--- src/rtl/dm_lsu_pkg.sv ---
// Shared definitions for the data-memory load/store unit: access-control
// encodings, FSM state encoding and size/sign decode helpers.
package dm_lsu_pkg;

   localparam logic [2:0] dm_word              = 3'd0;
   localparam logic [2:0] dm_halfword          = 3'd1;
   localparam logic [2:0] dm_halfword_unsigned = 3'd2;
   localparam logic [2:0] dm_byte              = 3'd3;
   localparam logic [2:0] dm_byte_unsigned     = 3'd4;
   localparam logic [2:0] dm_dword             = 3'd5;

   typedef enum logic [2:0] {
      ST_IDLE,
      ST_BEAT0,
      ST_BEAT1,
      ST_RESP,
      ST_ERR
   } lsu_state_t;

   // Access size in bytes; 0 marks an encoding with no defined size.
   function automatic logic [3:0] ctrlSize(input logic [2:0] ctrl);
      case (ctrl)
         dm_byte, dm_byte_unsigned:         ctrlSize = 4'd1;
         dm_halfword, dm_halfword_unsigned: ctrlSize = 4'd2;
         dm_word:                           ctrlSize = 4'd4;
         dm_dword:                          ctrlSize = 4'd8;
         default:                           ctrlSize = 4'd0;
      endcase
   endfunction

   function automatic logic ctrlSigned(input logic [2:0] ctrl);
      ctrlSigned = (ctrl == dm_byte) || (ctrl == dm_halfword) || (ctrl == dm_word);
   endfunction

endpackage

--- src/rtl/dm_lane_align.sv ---
// Byte-lane steering for one access: byte enables and positioned write data
// for the current beat, plus merge/shift/extend of the gathered read lanes.
module dm_lane_align #(
   parameter  int DATA_W = 32,
   localparam int BYTES  = DATA_W / 8,
   localparam int OFF_W  = $clog2(BYTES)
) (
   input  logic [OFF_W-1:0]    i_off,
   input  logic [3:0]          i_size,
   input  logic                i_beat1,
   input  logic                i_signed,
   input  logic [DATA_W-1:0]   i_wdata,
   input  logic [2*DATA_W-1:0] i_rdata,
   output logic [BYTES-1:0]    o_be,
   output logic [DATA_W-1:0]   o_wdata,
   output logic [DATA_W-1:0]   o_rdata
);

   logic [2*BYTES-1:0]  w_mask;
   logic [2*BYTES-1:0]  w_beFull;
   logic [2*DATA_W-1:0] w_wFull;
   logic [DATA_W-1:0]   w_rLow;
   logic                w_signBit;

   always_comb begin
      w_mask = '0;
      for (int i = 0; i < 2 * BYTES; i++) begin
         w_mask[i] = (i < int'(i_size));
      end
   end

   // Double-width views: the low half is beat 0, the spill-over is beat 1.
   assign w_beFull = w_mask << i_off;
   assign w_wFull  = {{DATA_W{1'b0}}, i_wdata} << {i_off, 3'b000};
   assign o_be     = i_beat1 ? w_beFull[2*BYTES-1:BYTES] : w_beFull[BYTES-1:0];
   assign o_wdata  = i_beat1 ? w_wFull[2*DATA_W-1:DATA_W] : w_wFull[DATA_W-1:0];

   assign w_rLow = DATA_W'(i_rdata >> {i_off, 3'b000});

   always_comb begin
      case (i_size)
         4'd1:    w_signBit = w_rLow[7];
         4'd2:    w_signBit = w_rLow[15];
         4'd4:    w_signBit = w_rLow[31];
         default: w_signBit = 1'b0;
      endcase
   end

   always_comb begin
      o_rdata = '0;
      for (int i = 0; i < DATA_W; i++) begin
         o_rdata[i] = (i < 8 * int'(i_size)) ? w_rLow[i] : (i_signed & w_signBit);
      end
   end

endmodule

--- src/rtl/dm_lsu.sv ---
// Sequential load/store unit: one request at a time, word-aligned memory
// beats with byte enables, optional two-beat split of boundary-crossing accesses.
module dm_lsu
   import dm_lsu_pkg::*;
#(
   parameter int DATA_W   = 32,
   parameter int ADDR_W   = 32,
   parameter int SPLIT_EN = 1
) (
   input  logic                clk,
   input  logic                rstn,
   input  logic                req_valid,
   output logic                req_ready,
   input  logic                req_we,
   input  logic [ADDR_W-1:0]   req_addr,
   input  logic [2:0]          req_ctrl,
   input  logic [DATA_W-1:0]   req_wdata,
   output logic                resp_valid,
   output logic [DATA_W-1:0]   resp_rdata,
   output logic                misalign_err,
   output logic                mem_req,
   output logic                mem_we,
   output logic [ADDR_W-1:0]   mem_addr,
   output logic [DATA_W/8-1:0] mem_be,
   output logic [DATA_W-1:0]   mem_wdata,
   input  logic                mem_ack,
   input  logic [DATA_W-1:0]   mem_rdata
);

   localparam int BYTES  = DATA_W / 8;
   localparam int OFF_W  = $clog2(BYTES);
   localparam int WORD_W = ADDR_W - OFF_W;

   lsu_state_t          r_state;
   lsu_state_t          w_next;
   logic                r_we;
   logic [WORD_W-1:0]   r_word;
   logic [OFF_W-1:0]    r_off;
   logic [3:0]          r_size;
   logic                r_signed;
   logic                r_cross;
   logic [DATA_W-1:0]   r_wdata;
   logic [2*DATA_W-1:0] r_rdata;

   logic [OFF_W-1:0]    w_reqOff;
   logic [3:0]          w_reqSize;
   logic [4:0]          w_end;
   logic                w_illegal;
   logic                w_cross;
   logic                w_reject;
   logic                w_accept;
   logic [WORD_W-1:0]   w_word1;
   logic [BYTES-1:0]    w_be;
   logic [DATA_W-1:0]   w_wdata;
   logic [DATA_W-1:0]   w_rdata;

   assign w_reqOff  = req_addr[OFF_W-1:0];
   assign w_reqSize = ctrlSize(req_ctrl);
   assign w_end     = 5'(w_reqOff) + 5'(w_reqSize);
   assign w_illegal = (w_reqSize == 4'd0) || (w_reqSize > 4'(BYTES));
   assign w_cross   = (w_end > 5'(BYTES));
   assign w_reject  = w_illegal || (w_cross && (SPLIT_EN == 0));
   assign w_accept  = req_valid && (r_state == ST_IDLE);
   assign w_word1   = r_word + WORD_W'(1);

   dm_lane_align #(
      .DATA_W (DATA_W)
   ) u_align (
      .i_off    (r_off),
      .i_size   (r_size),
      .i_beat1  (r_state == ST_BEAT1),
      .i_signed (r_signed),
      .i_wdata  (r_wdata),
      .i_rdata  (r_rdata),
      .o_be     (w_be),
      .o_wdata  (w_wdata),
      .o_rdata  (w_rdata)
   );

   always_ff @(posedge clk or negedge rstn) begin
      if (!rstn) begin
         r_state <= ST_IDLE;
      end else begin
         r_state <= w_next;
      end
   end

   // Request fields are captured at acceptance; read lanes fill in per beat ack.
   always_ff @(posedge clk or negedge rstn) begin
      if (!rstn) begin
         r_we     <= 1'b0;
         r_word   <= '0;
         r_off    <= '0;
         r_size   <= '0;
         r_signed <= 1'b0;
         r_cross  <= 1'b0;
         r_wdata  <= '0;
         r_rdata  <= '0;
      end else if (w_accept) begin
         r_we     <= req_we;
         r_word   <= req_addr[ADDR_W-1:OFF_W];
         r_off    <= w_reqOff;
         r_size   <= w_reqSize;
         r_signed <= ctrlSigned(req_ctrl);
         r_cross  <= w_cross;
         r_wdata  <= req_wdata;
         r_rdata  <= '0;
      end else if (mem_ack && !r_we) begin
         if (r_state == ST_BEAT0) begin
            r_rdata[DATA_W-1:0] <= mem_rdata;
         end else if (r_state == ST_BEAT1) begin
            r_rdata[2*DATA_W-1:DATA_W] <= mem_rdata;
         end
      end
   end

   always_comb begin
      w_next       = r_state;
      req_ready    = 1'b0;
      resp_valid   = 1'b0;
      resp_rdata   = '0;
      misalign_err = 1'b0;
      mem_req      = 1'b0;
      mem_we       = 1'b0;
      mem_addr     = '0;
      mem_be       = '0;
      mem_wdata    = '0;
      case (r_state)
         ST_IDLE: begin
            req_ready = 1'b1;
            if (req_valid) begin
               w_next = w_reject ? ST_ERR : ST_BEAT0;
            end
         end
         ST_BEAT0: begin
            mem_req   = 1'b1;
            mem_we    = r_we;
            mem_addr  = {r_word, {OFF_W{1'b0}}};
            mem_be    = w_be;
            mem_wdata = r_we ? w_wdata : '0;
            if (mem_ack) begin
               w_next = r_cross ? ST_BEAT1 : ST_RESP;
            end
         end
         ST_BEAT1: begin
            mem_req   = 1'b1;
            mem_we    = r_we;
            mem_addr  = {w_word1, {OFF_W{1'b0}}};
            mem_be    = w_be;
            mem_wdata = r_we ? w_wdata : '0;
            if (mem_ack) begin
               w_next = ST_RESP;
            end
         end
         ST_RESP: begin
            resp_valid = 1'b1;
            resp_rdata = r_we ? '0 : w_rdata;
            w_next     = ST_IDLE;
         end
         ST_ERR: begin
            resp_valid   = 1'b1;
            misalign_err = 1'b1;
            w_next       = ST_IDLE;
         end
         default: w_next = ST_IDLE;
      endcase
   end

endmodule
--- config.mk ---
export PLATFORM = sky130hd
export DESIGN_NAME = dm_lsu
export DESIGN_NICKNAME = d
export VERILOG_FILES = /design/src/rtl/dm_lsu_pkg.sv /design/src/rtl/dm_lane_align.sv /design/src/rtl/dm_lsu.sv
export SDC_FILE = /design/constraint.sdc
export NUM_CORES = 1
export LEC_CHECK = 0
export ABC_AREA = 1
export CAP_MARGIN = 20
export CORE_MARGIN = 5
export CORE_UTILIZATION = 45
export CTS_BUF_LIST = sky130_fd_sc_hd__clkbuf_8
export DETAILED_ROUTE_END_ITERATION = 8
export GPL_ROUTABILITY_DRIVEN = 0
export MAX_ROUTING_LAYER = met4
export PLACE_DENSITY = 0.77
export SYNTH_ARGS = -nofsm -noshare
export SYNTH_HDL_FRONTEND = slang
export SYNTH_SLANG_ARGS = --single-unit
--- constraint.sdc ---
create_clock -name clk -period 2.2 [get_ports clk]
set_input_delay 0.44 -clock clk [delete_from_list [all_inputs] [get_ports clk]]
set_output_delay 0.44 -clock clk [all_outputs]
set_load 0.02 [all_outputs]
==> results by group, run 1 <==
Outcome
  • Status: finished with violations
  • Violated checks: negative setup slack

CTS
  • Root buffer cell: clkbuf_8
  • Clk pin slew, worst setup/hold paths: 0.08 ns
  • Max clock buf depth: 2
  • Clock Sinks: 130
  • Worst-Skew Late Latency: 0.45 ns
  • Total CTS buffers: 17
  • CTS tree: done
  • H-tree depth: 4

Finish
  • Final Cell Area: 14270 sq um
  • Ratio of cells with drive above 1 in the final layout: 37.03%
  • Most frequent cells in the layout: 332 x nand2_1, 200 x buf_4, 123 x inv_1
  • Non-Filler Instances: 1927
  • Commonest non-fill, non-tap cell in the layout: nand2_1
  • Area Growth Syn to Fin: 66.87%
  • # nets final: 1789
  • Post-layout util: 76.27%
  • N_diodes: 0

Worst setup path
  • Crit path largest cell delay: 0.46 ns
  • Slowest-stage cell, CP: dfrtp_1
  • Top delay family on crit path: buffers and inverters
  • Max FO, Critical Path: 8
  • Buf/Inv on CP: 5
  • R2R depth: 11
  • Worst setup EP type: output pin
  • CP Class: reg -> out
  • Critical Path AT: 2.17 ns
  • Crit path cell chain: nor3_4 -> buf_4 -> inv_8 -> buf_8 -> nor2_1 -> a21oi_1 -> nand2_1 -> o21ai_2 -> inv_1 -> buf_2
  • Worst Setup Start Kind: flop
  • Crit path depth: 10
  • Required @ worst endpoint: 1.76 ns

Drt
  • Detailed Route WL: 39860 um
  • DRT antenna net count: 0
  • Drt drc: 0
  • Mean routed wirelength per cell: 20.69 um
  • First DRT Iteration DRCs: 1561
  • Routed vias/inst: 6.065
  • Drt pass-1 iters: 9
  • Vias post-DR: 11688

Logic synthesis
  • FF+latch count, synth: 130
  • Async set-or-reset flop fraction in the synthesized netlist: 100.0%
  • Distinct cells, synth: 39
  • Xor/xnor share of the synthesized area: 0.1024%
  • Post-Syn Area: 8549 sq um
  • Synth Area in Simple Gates: 29.11%
  • Primary FF master, synth: dfrtp_1
  • Synth Area in Compound Gates: 20.42%
  • Post-synthesis sequential area ratio: 38.05%
  • Cells after Synth: 1310
  • Main combinational cell family by area after synthesis: simple AND/OR/NAND/NOR gates
  • Avg Synthesized Cell Area: 6.526 sq um
  • Yosys warning count: 0
  • Post-synth EDFFs: 0
  • Multiplexer area fraction after synthesis: 0.8196%
  • Post-synthesis adder-cell area fraction: 0.6732%

Place
  • Dpl cell area: 11890 sq um
  • DP Cell Count: 1835
  • Buffers on Ports: 206
  • Pre-CTS setup slack: -0.3812 ns
  • HPWL Detailed: 22640 um

Timing
  • Clk_skew: 0.01024 ns
  • Period utilisation layout: 118.8%
  • Worst Max-Slew Pin Slew: 0.5018 ns
  • Max Slew Vio Count: 0
  • Fin Hold WS: 0.5064 ns
  • Worst setup margin: -0.4136 ns
  • Tmin final: 2.614 ns
  • Setup violation total in the final timing report: 101
  • RSZ-0062 raised after global routing: true
  • Final Hold Fails: 0
  • Fin Setup TNS: -26.27 ns
  • Max_slew headroom: 66.55%
  • Fmax: 0.3826 GHz

Floorplan
  • Initial Utilization: 45.71%
  • Core footprint: 18710 sq um
  • Die Height: 147.8 um
  • # rows: 50
  • Die area: 21860 sq um
  • Die width: 147.8 um
  • Num ports: 209

Global route
  • Initial antenna violation count: 0
  • Vias in the first global route: 10380
  • Global-route wire length before repair: 53180 um
  • Gr usage total: 30.79%
  • Largest net degree at the start of global routing: 75
  • Grt total ovfl: 0

Power and ir drop
  • PwrDens: 1568 nW/um^2
  • Tot Pwr: 22.37 mW
  • Max VDD drop: 0.8423 mV
  • Leakage power: 6.670 nW

Min path
  • Worst hold path type: reg -> reg
  • Hold path cells: 1

Run
  • Total of max-cap violations: 0
==> worst register-to-register path: cells and delay by family (launching register included) <==
| family | cells | cell delay [ns] |
|---|---|---|
| AND/OR/NAND/NOR | 4 | 0.51 |
| buffers and inverters | 6 | 0.93 |
| flip-flops | 1 | 0.46 |
| AO/OA/AOI/OAI | 1 | 0.14 |
==> cells by family (layout without fill, tap and decap cells) <==
group,after synthesis,in the layout
simple gates,618,618
xor+xnor,1,1
buf+inv,219,601
other cells,1,2
flops,130,130
compound gates,330,330
fa+ha+maj,4,4
mux,7,7
==> what timing repair did <==
item	CTS	global route
setup buffers	20	36
cloned	5	4
gates resized for setup	718	315
hold endpoints to repair	29	0
pin swaps	36	52
hold buffers	1	0
endpoints found under the setup margin	103	104
==> path summary, 6_finish.rpt <==
| check | from | to | slack (ns) |
|---|---|---|---|
| min in group asynchronous | rstn | r_rdata[28] | 0.52 |
| setup reg to reg | r_state[2] | r_rdata[19] | 0.09 |
| setup / recovery | r_state[2] | mem_addr[19] | -0.41 |
| max in group asynchronous | rstn | r_wdata[28] | 0.97 |
| hold reg to reg | r_cross | r_cross | 0.51 |
| hold / removal | r_cross | r_cross | 0.51 |
==> layer usage <==
metal	track usage (%)	routed length (um)	vias up
met5	-	0	-
met4	16.17	3350	0
met3	5.487	4304	352
met2	47.14	18150	1007
met1	39.17	14050	5338
li1	-	-	4991
==> sequential cells by signal, summed over array words and instances (netlist names) <==
register,cells
r_state,3
r_cross,1
r_word,30
r_off,2
r_signed,1
r_size,4
r_we,1
r_rdata,56
r_wdata,32
==> cell type report <==
type / instances / area (sq um)
flip-flops and latches: 130 / 3264
well taps: 234 / 292.8
multi-input cells: 962 / 5630
clock buffers: 18 / 247.7
repair buffers: 424 / 4153
inverters: 146 / 580.6
clock inverters: 13 / 97.59
fillers: 1167 / 4439
==> synthesized netlist by cell type (7+ instances only) <==
master      n  area, sq um
nand2_1   383         1438
clkbuf_1   25        93.84
o21ai_1    38        190.2
nand3_1    63        315.3
buf_2      31        155.2
nor3_1     22        110.1
mux2i_1     7        70.07
inv_1     141        529.3
buf_4      12        90.09
nand2_2     8        50.05
dfrtp_1   130         3253
a21oi_1    94        470.5
o21ai_0   165        825.8
nor2_1    129        484.2
==> report_power, final <==
part / switching (mW) / leakage (nW) / internal [mW] / total, mW
Clock: 1.01 / 0.190 / 0.895 / 1.91
Sequential: 1.07 / 1.59 / 3.54 / 4.61
Combinational: 9.31 / 4.89 / 6.54 / 15.9
Note: power is estimated with default switching activity, not from simulation.
==> inputs of run 2 (changes only) <==
--- a/config.mk
+++ b/config.mk
@@ -14,6 +14,7 @@
 export GPL_ROUTABILITY_DRIVEN = 0
 export MAX_ROUTING_LAYER = met4
 export PLACE_DENSITY = 0.77
+export SETUP_SLACK_MARGIN = 0.02
 export SYNTH_ARGS = -nofsm -noshare
 export SYNTH_HDL_FRONTEND = slang
 export SYNTH_SLANG_ARGS = --single-unit
==> constraint.sdc (replaced) <==
create_clock -name clk -period 2.2 [get_ports clk]
set_input_delay 0.55 -clock clk [delete_from_list [all_inputs] [get_ports clk]]
set_output_delay 0.55 -clock clk [all_outputs]
set_load 0.02 [all_outputs]
==> run 2 against run 1 <==
Against the previous run: the flow still finishes with violations (negative setup slack); clock skew rose by 0.0089 ns; worst setup slack got worse by 0.35 ns; die area did not move; largest power group unchanged; register-to-register slack improved by 0.14 ns; worst hold slack got worse by 0.019 ns.
==> results by group, run 2 (synthesis gave the netlist of run 1 again) <==
Floorplan
  • Die width: 147.8 um (unchanged)
  • Num ports: 209 (unchanged)
  • # rows: 50 (unchanged)
  • Die Height: 147.8 um (unchanged)
  • Die area: 21860 sq um (unchanged)
  • Initial Utilization: 45.71% (unchanged)
  • Core footprint: 18710 sq um (unchanged)

CTS
  • Worst-Skew Late Latency: 0.52 ns (+0.07 ns)
  • Clock Sinks: 130 (unchanged)
  • Total CTS buffers: 17 (unchanged)
  • H-tree depth: 4 (unchanged)
  • Clk pin slew, worst setup/hold paths: 0.10 ns (+0.02 ns)
  • Root buffer cell: clkbuf_8
  • Max clock buf depth: 2 (unchanged)
  • CTS tree: done

Finish
  • FILL cells: 972 (-17%)
  • N_diodes: 0 (unchanged)
  • Biggest regs: r_rdata: 56 flops, r_wdata: 32 flops, r_word: 30 flops
  • Most frequent cells in the layout: 317 x nand2_1, 192 x buf_4, 120 x inv_1, 120 x dfrtp_1, 109 x buf_6
  • Largest reg by FF count: r_rdata
  • Max reg flops: 56 (unchanged)
  • Area Growth Syn to Fin: 76.74%
  • Commonest non-fill, non-tap cell in the layout: nand2_1
  • # nets final: 1812 (+1.3%)
  • Ratio of cells with drive above 1 in the final layout: 41.76% (+4.7 points)

Power and ir drop
  • Pint: 11.85 mW (+8.0%)
  • Net Switching: 13.09 mW (+15%)
  • PwrDens: 1651 nW/um^2 (+5.3%)
  • Seq pwr share: 19.0% (-1.6 points)
  • Max VDD drop: 0.8958 mV (+6.4%)
  • Sw Share: 52.48% (+1.5 points)
  • Gate power share: 72.4% (+1.5 points)
  • Leakage power: 6.919 nW (+3.7%)
  • Clk pwr share: 8.6% (about the same)

Place
  • Pre-CTS setup slack: -0.4922 ns (-0.1110 ns)
  • Buffers on Ports: 206 (unchanged)
  • HPWL Detailed: 22690 um (+0.18%)

Timing
  • Tmin final: 2.963 ns (+0.3492 ns)
  • Final Hold Fails: 0 (unchanged)
  • Max Slew Vio Count: 0 (unchanged)
  • Worst setup margin: -0.7628 ns (-0.3492 ns)
  • Setup violation total in the final timing report: 100 (-0.99%)
  • Fmax: 0.3375 GHz (-12%)
  • RSZ-0062 raised after global routing: true
  • Fin Setup TNS: -49.32 ns (-23.05 ns)
  • Clk_skew: 0.01912 ns (+0.008882 ns)
  • Period utilisation layout: 134.7% (+16 points)

Worst setup path
  • Required @ worst endpoint: 1.65 ns (-0.11 ns)
  • CP Class: reg -> out
  • Worst Setup Start Kind: flop
  • Max FO, Critical Path: 8 (unchanged)
  • Critical Path AT: 2.41 ns (+0.24 ns)
  • Worst setup EP type: output pin

Drt
  • Vias post-DR: 12348 (+5.6%)
  • Met2 wire length: 20480 um (+13%)
  • DRT antenna net count: 0 (unchanged)
  • Detailed Route WL: 45630 um (+14%)
  • Routed wl met3: 5493 um (+28%)
  • Met1 WL: 15290 um (+8.8%)
  • Drt drc: 0 (unchanged)
  • Top Metal Used: met4
  • Drt pass-1 iters: 8 (-1)
  • Routed vias/inst: 6.329 (+4.3%)
  • Mean routed wirelength per cell: 23.39 um (+13%)
  • First DRT Iteration DRCs: 1947 (+25%)

Global route
  • Global-route wire length before repair: 53180 um (unchanged)
  • Initial antenna violation count: 0 (unchanged)
  • Grt total ovfl: 0 (unchanged)
  • Vias in the first global route: 10405 (+0.24%)
  • Gr usage total: 31.14% (+0.34 points)
  • Largest net degree at the start of global routing: 59 (-21%)

Outcome
  • Status: finished with violations
  • Violated checks: negative setup slack

Min path
  • Worst hold path type: in -> async

Run
  • Total of max-cap violations: 0 (unchanged)
run 2: changes by cell type in the layout (fill, tap and decap cells not counted), moves of 7 or more:
cell and delta:
nor2_4 +16, o21ai_2 +10, a21oi_2 +15, buf_6 +27
nand2_4 +7, nor2_1 -12, buf_4 -8, a21oi_1 -17
o21ai_1 +8, nand2_1 -15, o21ai_0 -24
run 2: metrics by stage:
step | instance area, sq um | cells | power [mW] | hold WS [ns] | utilization (%)
6_report | 15110 | 1951 | 24.94 | 0.4871 | 80.78
5_1_grt | 15110 | 1951 | 25.70 | 0.5174 | 80.78
4_1_cts | 13310 | 1901 | 19.81 | 0.5030 | 71.16
3_5_place_dp | 11910 | 1844 | 15.71 | 0.4851 | 63.67
3_3_place_gp | 11910 | 1844 | 15.46 | 0.4796 | 63.67
2_1_floorplan | 8553 | 1311 | 10.69 | 0.2544 | -
run 2: layout make-up:
type	count	area [sq um]	area share (%)
Clock buffer	17	234.0	1.548
Clock inverter	15	147.6	0.9771
Inverter	146	588.1	3.892
Multi-Input combinational cell	962	6057	40.08
Sequential cell	130	3266	21.61
Tap cell	234	292.8	1.938
Timing Repair Buffer	446	4521	29.92
Timing Repair inverter	1	5.005	0.03312
run 2: layer usage:
metal  vias to the layer above  global-route usage, %
li1                       5034                      -
met3                       462                  5.794
met2                      1222                  48.38
met4                         0                  17.23
met1                      5630                  38.48
met5                         -                      -
run 2: critical path: stages, from the launching register on:
cell and delay [ns]:
dfrtp_2 0.55, clkinv_2 0.15, buf_4 0.15, buf_4 0.16, o21ai_0 0.38, o221a_2 0.32
nor2_4 0.05, buf_6 0.13
run 2: path summary, 6_finish.rpt:
check | from | endpoint | slack [ns] | cells past startpoint
max | r_off[0] | resp_rdata[29] | -0.76 | 7
min | rstn | r_size[3] | 0.49 | 2
max reg2reg | r_state[2] | r_rdata[20] | 0.23 | 10
min reg2reg | r_cross | r_cross | 0.51 | 1
max in group asynchronous | rstn | r_word[11] | 0.92 | 3
min in group clk | r_cross | r_cross | 0.51 | 1
run 2: timing repair:
item | CTS | global route
setup buffers | 19 | 44
pin swaps | 63 | 92
setup endpoints to repair | 104 | 104
endpoints found under the hold margin | 22 | 0
gates cloned | 6 | 9
resized for setup | 801 | 421
hold buffers | 1 | 0
run 2: power groups by stage:
stage,registers [mW],logic (mW),clock network [mW]
floorplan,4.12,6.57,0
global placement,4.28,11.2,0
detailed placement,4.32,11.4,0
CTS,4.38,13.4,2.06
global route,4.78,18.7,2.22
finish,4.73,18.1,2.15
